===== config.mk =====
export PLATFORM = sky130hd
export DESIGN_NAME = spi_word_rx_flat
export DESIGN_NICKNAME = d
export VERILOG_FILES = /design/src/rtl/spi_word_rx_if.sv /design/src/rtl/spi_word_rx.sv /design/src/flat_wrapper.sv
export SDC_FILE = /design/constraint.sdc
export NUM_CORES = 1
export LEC_CHECK = 0
export ABC_AREA = 1
export BUFFER_PORTS_ARGS = -buffer_cell sky130_fd_sc_hd__buf_2
export CORE_ASPECT_RATIO = 0.8
export CORE_MARGIN = 2
export CORE_UTILIZATION = 45
export CTS_BUF_LIST = sky130_fd_sc_hd__clkbuf_16
export CTS_CLUSTER_SIZE = 25
export DETAILED_ROUTE_END_ITERATION = 6
export PLACE_DENSITY = 0.72
export SLEW_MARGIN = 25
export SYNTH_ARGS = -nofsm -noshare
export SYNTH_HDL_FRONTEND = slang
export SYNTH_SLANG_ARGS = --single-unit

===== constraint.sdc =====
create_clock -name clk -period 2.75 [get_ports clk]
set_input_delay 0.55 -clock clk [delete_from_list [all_inputs] [get_ports clk]]
set_output_delay 0.55 -clock clk [all_outputs]
set_load 0.05 [all_outputs]

===== src/rtl/spi_word_rx_if.sv =====
// Bus bundle for the SPI word receiver: SPI pins on one side, valid/ready word port plus status on the other.
// The slave modport is the receiver's view; master is whoever drives the pins and consumes words.
interface spi_word_rx_if #(
    parameter int AW = 12
);
    logic          nCS;
    logic          SCK;
    logic          MOSI;
    logic [15:0]   out_data;
    logic [AW-1:0] out_addr;
    logic          out_valid;
    logic          out_ready;
    logic          overrun;
    logic          short_frame;

    modport slave (
        input  nCS, SCK, MOSI, out_ready,
        output out_data, out_addr, out_valid, overrun, short_frame
    );

    modport master (
        output nCS, SCK, MOSI, out_ready,
        input  out_data, out_addr, out_valid, overrun, short_frame
    );
endinterface


===== src/rtl/spi_word_rx.sv =====
// SPI mode-0 slave that assembles 16-bit words, tags each with a per-frame load address,
// and hands them to the core through a small show-ahead FIFO with valid/ready.
module spi_word_rx #(
    parameter int DEPTH = 4,
    parameter int AW    = 12
) (
    input  logic           clk,
    input  logic           rst_n,
    spi_word_rx_if.slave   bus
);
    localparam int PW = $clog2(DEPTH);
    localparam int EW = 16 + AW;
    localparam logic [PW:0] FULL_COUNT = (PW + 1)'(DEPTH);

    // Index 0 is the first flop; nCS idles high so a bus already low after reset still yields a fresh fall.
    logic [2:0] ncsSync_q;
    logic [2:0] sckSync_q;
    logic [1:0] mosiSync_q;

    always_ff @(posedge clk or negedge rst_n) begin
        if (!rst_n) begin
            ncsSync_q  <= 3'b111;
            sckSync_q  <= 3'b000;
            mosiSync_q <= 2'b00;
        end else begin
            ncsSync_q  <= {ncsSync_q[1:0], bus.nCS};
            sckSync_q  <= {sckSync_q[1:0], bus.SCK};
            mosiSync_q <= {mosiSync_q[0], bus.MOSI};
        end
    end

    logic sckRise;
    logic ncsFall;
    logic ncsRise;
    logic mosiBit;

    assign sckRise = sckSync_q[1] & ~sckSync_q[2];
    assign ncsFall = ~ncsSync_q[1] & ncsSync_q[2];
    assign ncsRise = ncsSync_q[1] & ~ncsSync_q[2];
    assign mosiBit = mosiSync_q[1];

    logic [3:0]    bitCnt_q, bitCnt_d;
    logic [15:0]   shreg_q, shreg_d;
    logic [AW-1:0] addr_q, addr_d;
    logic          shortFrame_q, shortFrame_d;
    logic [3:0]    cntBase;
    logic [AW-1:0] addrBase;
    logic          push;
    logic [EW-1:0] entryIn;

    // A frame start and the first SCK rise can land in the same cycle, so shifting works from the post-restart base.
    always_comb begin
        cntBase      = ncsFall ? 4'd0 : bitCnt_q;
        addrBase     = ncsFall ? '0 : addr_q;
        bitCnt_d     = cntBase;
        shreg_d      = shreg_q;
        addr_d       = addrBase;
        shortFrame_d = 1'b0;
        push         = 1'b0;
        if (sckRise && !ncsSync_q[1]) begin
            shreg_d  = {shreg_q[14:0], mosiBit};
            bitCnt_d = cntBase + 4'd1;
            if (cntBase == 4'd15) begin
                push   = 1'b1;
                addr_d = addrBase + AW'(1);
            end
        end
        if (ncsRise) begin
            shortFrame_d = (bitCnt_q != 4'd0);
            bitCnt_d     = 4'd0;
        end
        entryIn = {shreg_d, addrBase};
    end

    always_ff @(posedge clk or negedge rst_n) begin
        if (!rst_n) begin
            bitCnt_q     <= 4'd0;
            shreg_q      <= 16'd0;
            addr_q       <= '0;
            shortFrame_q <= 1'b0;
        end else begin
            bitCnt_q     <= bitCnt_d;
            shreg_q      <= shreg_d;
            addr_q       <= addr_d;
            shortFrame_q <= shortFrame_d;
        end
    end

    logic [EW-1:0] mem_q [DEPTH];
    logic [PW-1:0] wrPtr_q;
    logic [PW-1:0] rdPtr_q;
    logic [PW:0]   count_q;
    logic          overrun_q;
    logic          pop;
    logic          pushOk;

    // A push into a full FIFO still succeeds when the head leaves in the same cycle.
    assign pop    = (count_q != '0) & bus.out_ready;
    assign pushOk = push & ((count_q != FULL_COUNT) | pop);

    always_ff @(posedge clk or negedge rst_n) begin
        if (!rst_n) begin
            for (int i = 0; i < DEPTH; i++) begin
                mem_q[i] <= '0;
            end
            wrPtr_q   <= '0;
            rdPtr_q   <= '0;
            count_q   <= '0;
            overrun_q <= 1'b0;
        end else begin
            if (pushOk) begin
                mem_q[wrPtr_q] <= entryIn;
                wrPtr_q        <= wrPtr_q + PW'(1);
            end
            if (pop) begin
                rdPtr_q <= rdPtr_q + PW'(1);
            end
            case ({pushOk, pop})
                2'b10:   count_q <= count_q + (PW + 1)'(1);
                2'b01:   count_q <= count_q - (PW + 1)'(1);
                default: count_q <= count_q;
            endcase
            if (push && !pushOk) begin
                overrun_q <= 1'b1;
            end
        end
    end

    assign bus.out_valid   = (count_q != '0);
    assign bus.out_data    = mem_q[rdPtr_q][EW-1:AW];
    assign bus.out_addr    = mem_q[rdPtr_q][AW-1:0];
    assign bus.overrun     = overrun_q;
    assign bus.short_frame = shortFrame_q;
endmodule


===== src/flat_wrapper.sv =====
// flat-port wrapper written by rule: the top's interface ports become plain ports
module spi_word_rx_flat 
#(
    parameter int DEPTH = 4,
    parameter int AW    = 12
)
  (clk, rst_n, bus_nCS, bus_SCK, bus_MOSI, bus_out_ready, bus_out_data, bus_out_addr, bus_out_valid, bus_overrun, bus_short_frame);
  spi_word_rx_if #(.AW(AW)) bus_i ();
  input  logic clk;
  input  logic rst_n;
  input wire logic [$bits(bus_i.nCS)-1:0] bus_nCS;
  input wire logic [$bits(bus_i.SCK)-1:0] bus_SCK;
  input wire logic [$bits(bus_i.MOSI)-1:0] bus_MOSI;
  input wire logic [$bits(bus_i.out_ready)-1:0] bus_out_ready;
  output wire logic [$bits(bus_i.out_data)-1:0] bus_out_data;
  output wire logic [$bits(bus_i.out_addr)-1:0] bus_out_addr;
  output wire logic [$bits(bus_i.out_valid)-1:0] bus_out_valid;
  output wire logic [$bits(bus_i.overrun)-1:0] bus_overrun;
  output wire logic [$bits(bus_i.short_frame)-1:0] bus_short_frame;
  assign bus_i.nCS = bus_nCS;
  assign bus_i.SCK = bus_SCK;
  assign bus_i.MOSI = bus_MOSI;
  assign bus_i.out_ready = bus_out_ready;
  assign bus_out_data = bus_i.out_data;
  assign bus_out_addr = bus_i.out_addr;
  assign bus_out_valid = bus_i.out_valid;
  assign bus_overrun = bus_i.overrun;
  assign bus_short_frame = bus_i.short_frame;
  spi_word_rx #(.DEPTH(DEPTH), .AW(AW)) u_core (.clk(clk), .rst_n(rst_n), .bus(bus_i));
endmodule

==> impl_results.md <==
* Fill count at roughly 1,500
* Kind of critical path: flip-flop to flip-flop
* IO Pins at 37
* Grt total ovfl at 0
* Critical-path maximum fanout at 120
* Finished Layout Cells at 1,119
* R2r endpoint: u_core.mem_q[56]
* Via count at 6,084
* Nets@finish at approximately 910
* Post-synth ARST share at 1.00
* TNS Setup at 0 ns
* Area Overhead vs Synth at 12.9%
* Final core utilization at 0.524
* Initial antenna violation count at 0
* Flops & latches, synth at ~160
* Pint at 4.38 mW
* Worst setup margin at about 0.2 ns
* Clk sinks at 161
* CTS Buffer Depth at 2
* Register area share after synthesis at 0.544
* Count of hold-fix buffers inserted at cts at 0
* Width of the die at 147 um
* Initial Util at 0.464
* Skew-Pair Late Insertion Delay at between 0.4 and 0.5 ns
* Run status: finished, final reports clean
* Antenna Nets Post-Route at 0
* Library cells used by synthesis at 30
* Clk pwr share at 0.287
* Core ar. at ~16,000 um^2
* Most common cell after layout, fill and taps aside: nand2_1
* Worst Skew at about 0.011 ns
* Drt first pass iters at 5
* R2R cell count at 12
* Count of final hold-check violations at 0
* Critical Path RT at between 3 and 4 ns
* Worst Max-Slew Pin Slew at 0.990 ns
* Final RePlAce weighted congestion at slightly below 0.8
* Switching power at ~3.1 mW
* Diode count at 0
* Crit path DAT at a little under 3 ns
* # DRC at 0
* Post-synth net total at 880
* Post-CTS setup buffers at 0
* CTS tree: done
* Sequential share of power at 0.340
* Via density at about 5.4
* Pre-CTS setup slack at approximately 0.24 ns
* Cts bufs inserted at 17
* Largest net degree at the start of global routing at 120
* Vias in the first global route at around 5,900
* Final worst-path cycle share at 0.928
* Syn_area_per_cell at around 8.6 um^2
* Height of the die at approximately 120 um
* Post-synth EDFFs at 0
* Gr usage total at 0.220
* Syn Inst Count at 866
* Final Instance Area at approximately 8400 um^2
* Final min period at about 2.6 ns
* Commonest cells after routing, fill and taps aside: nand2_1, o21ai_0, dfrtp_1
* Routed WL per cell at ~16 um
* R2r setup slk at around 0.20 ns
* Register clock-pin slew on the reported worst setup and hold paths at about 0.06 ns
* DRT iter0 DRCs at 540
* Port buffer count at 36
* Worst vdd ir at 0.500 mV
* Synthesized area at between 7000 and 8000 um^2
* H-tree levels at 4
* Comb pwr share at 0.373
* Reg2reg start: u_core.ncsSync_q[1]
* Max-slew violations at 0
* DP Area at about 7800 um^2
* Crit. End Element: flip-flop
* Max Cap Viol at 0
* Final Setup Violations at 0
* Tot Pwr at approximately 7.5 mW
* Hpwl dp at ~11,000 um
* Fmax achieved at 0.392 GHz
* Fin Hold WS at 0.00764 ns
* PostCTS Resize Cnt at 0
* Global-route wire length before repair at just over 30,000 um
* PwrDens at 896 nW/um^2
* Die area at around 18,000 um^2
* Primary FF master, synth: dfrtp_1
* Number of synthesis warnings at 0
* Unrepaired setup endpoints after global routing: yes
* Clock Root Buffer: clkbuf_16
* Layout cells sized above 1 at 0.129
* Placed cell count at about 1,100
* Worst setup SP type: flip-flop
* Cell row count at 41
* Final WL at around 18,000 um
* Switching Fraction at 0.416
* Slew HR at 0.338
* Hold Path Class: primary input to asynchronous set/reset pin
* Leak pwr at 4.54 nW
cell families (layout without fill, tap and decap cells):
group | after synthesis | count (layout) | share of synthesized area
flip-flops | 161 | 161 | 0.544
buffers and inverters | 96 | 133 | 0.0586
XOR/XNOR | 12 | 12 | 0.0142
multiplexers | 14 | 14 | 0.0213
AND/OR/NAND/NOR | 363 | 364 | 0.199
adder cells (fa/ha/maj) | 8 | 8 | 0.0145
AO/OA/AOI/OAI | 212 | 212 | 0.148
power by group through the flow:
stage,clock network (mW),registers [mW],logic [mW]
detailed placement,0,2.59,2.78
global placement,0,2.58,2.77
global route,2.29,2.56,3.01
finish,2.15,2.55,2.79
CTS,2.18,2.55,2.79
floorplan,0,2.57,2.04
how the worst max path moves through the flow:
stage,from,endpoint,slack (ns),cells after the start
floorplan,u_core.ncsSync_q[2],u_core.count_q[2],0.03,16
global placement,u_core.ncsSync_q[1],u_core.mem_q[68],0.35,12
detailed placement,u_core.ncsSync_q[1],u_core.mem_q[64],0.24,12
CTS,u_core.ncsSync_q[1],u_core.mem_q[60],0.22,12
global route,u_core.ncsSync_q[1],u_core.mem_q[78],-0.0004,12
finish,u_core.ncsSync_q[1],u_core.mem_q[56],0.20,12
layer usage:
layer,share of wire,vias to the layer above,GRT usage
li1,-,2867,-
met1,0.47,2956,0.322
met2,0.45,243,0.326
met3,0.074,18,0.0541
met4,0.0093,0,0.0607
met5,0,-,0
cells in the mapped netlist, drive strengths merged, types with 3 or more instances:
cell type / count / area share
dfstp: 3 / 0.011
buf: 18 / 0.018
xnor2: 3 / 0.0035
a21oi: 6 / 0.0041
nor2: 87 / 0.053
clkbuf: 36 / 0.019
nand3: 14 / 0.010
nand2: 259 / 0.13
xor2: 9 / 0.011
inv: 42 / 0.021
nand4: 3 / 0.0025
o21ai: 176 / 0.12
mux2: 14 / 0.021
ha: 7 / 0.012
dfrtp: 158 / 0.53
o22ai: 28 / 0.024
flip-flops by register name, summed over array words and instances, names as in the netlist:
| name | flops |
|---|---|
| u_core.bus.overrun | 1 |
| u_core.shreg_q | 16 |
| u_core.bitCnt_q | 4 |
| u_core.ncsSync_q | 3 |
| u_core.bus.short_frame | 1 |
| u_core.addr_q | 12 |
| u_core.count_q | 3 |
| u_core.sckSync_q | 3 |
| u_core.mem_q | 112 |
| u_core.rdPtr_q | 2 |
| u_core.wrPtr_q | 2 |
| u_core.mosiSync_q | 2 |
critical path, stage by stage, from the launching register on:
cell and delay (ns):
dfstp_2 0.56, inv_2 0.06, nand2_4 0.15, inv_1 0.08, nor2_1 0.14, ha_1 0.19
nand3_2 0.12, nor2_4 0.16, nand2_4 0.07, buf_12 0.23, nor2_4 0.49, nand2_1 0.10
nand2_1 0.09
cell type report:
class,count,area (um^2),share of cell area
Clock inverter,14,101,0.0121
Sequential cell,161,4030,0.482
Tap cell,215,269,0.0322
Clock buffer,17,425,0.0509
Timing Repair Buffer,60,417,0.0498
Multi-Input combinational cell,610,2960,0.354
Inverter,42,158,0.0189
Note: power is estimated with default switching activity, not from simulation.
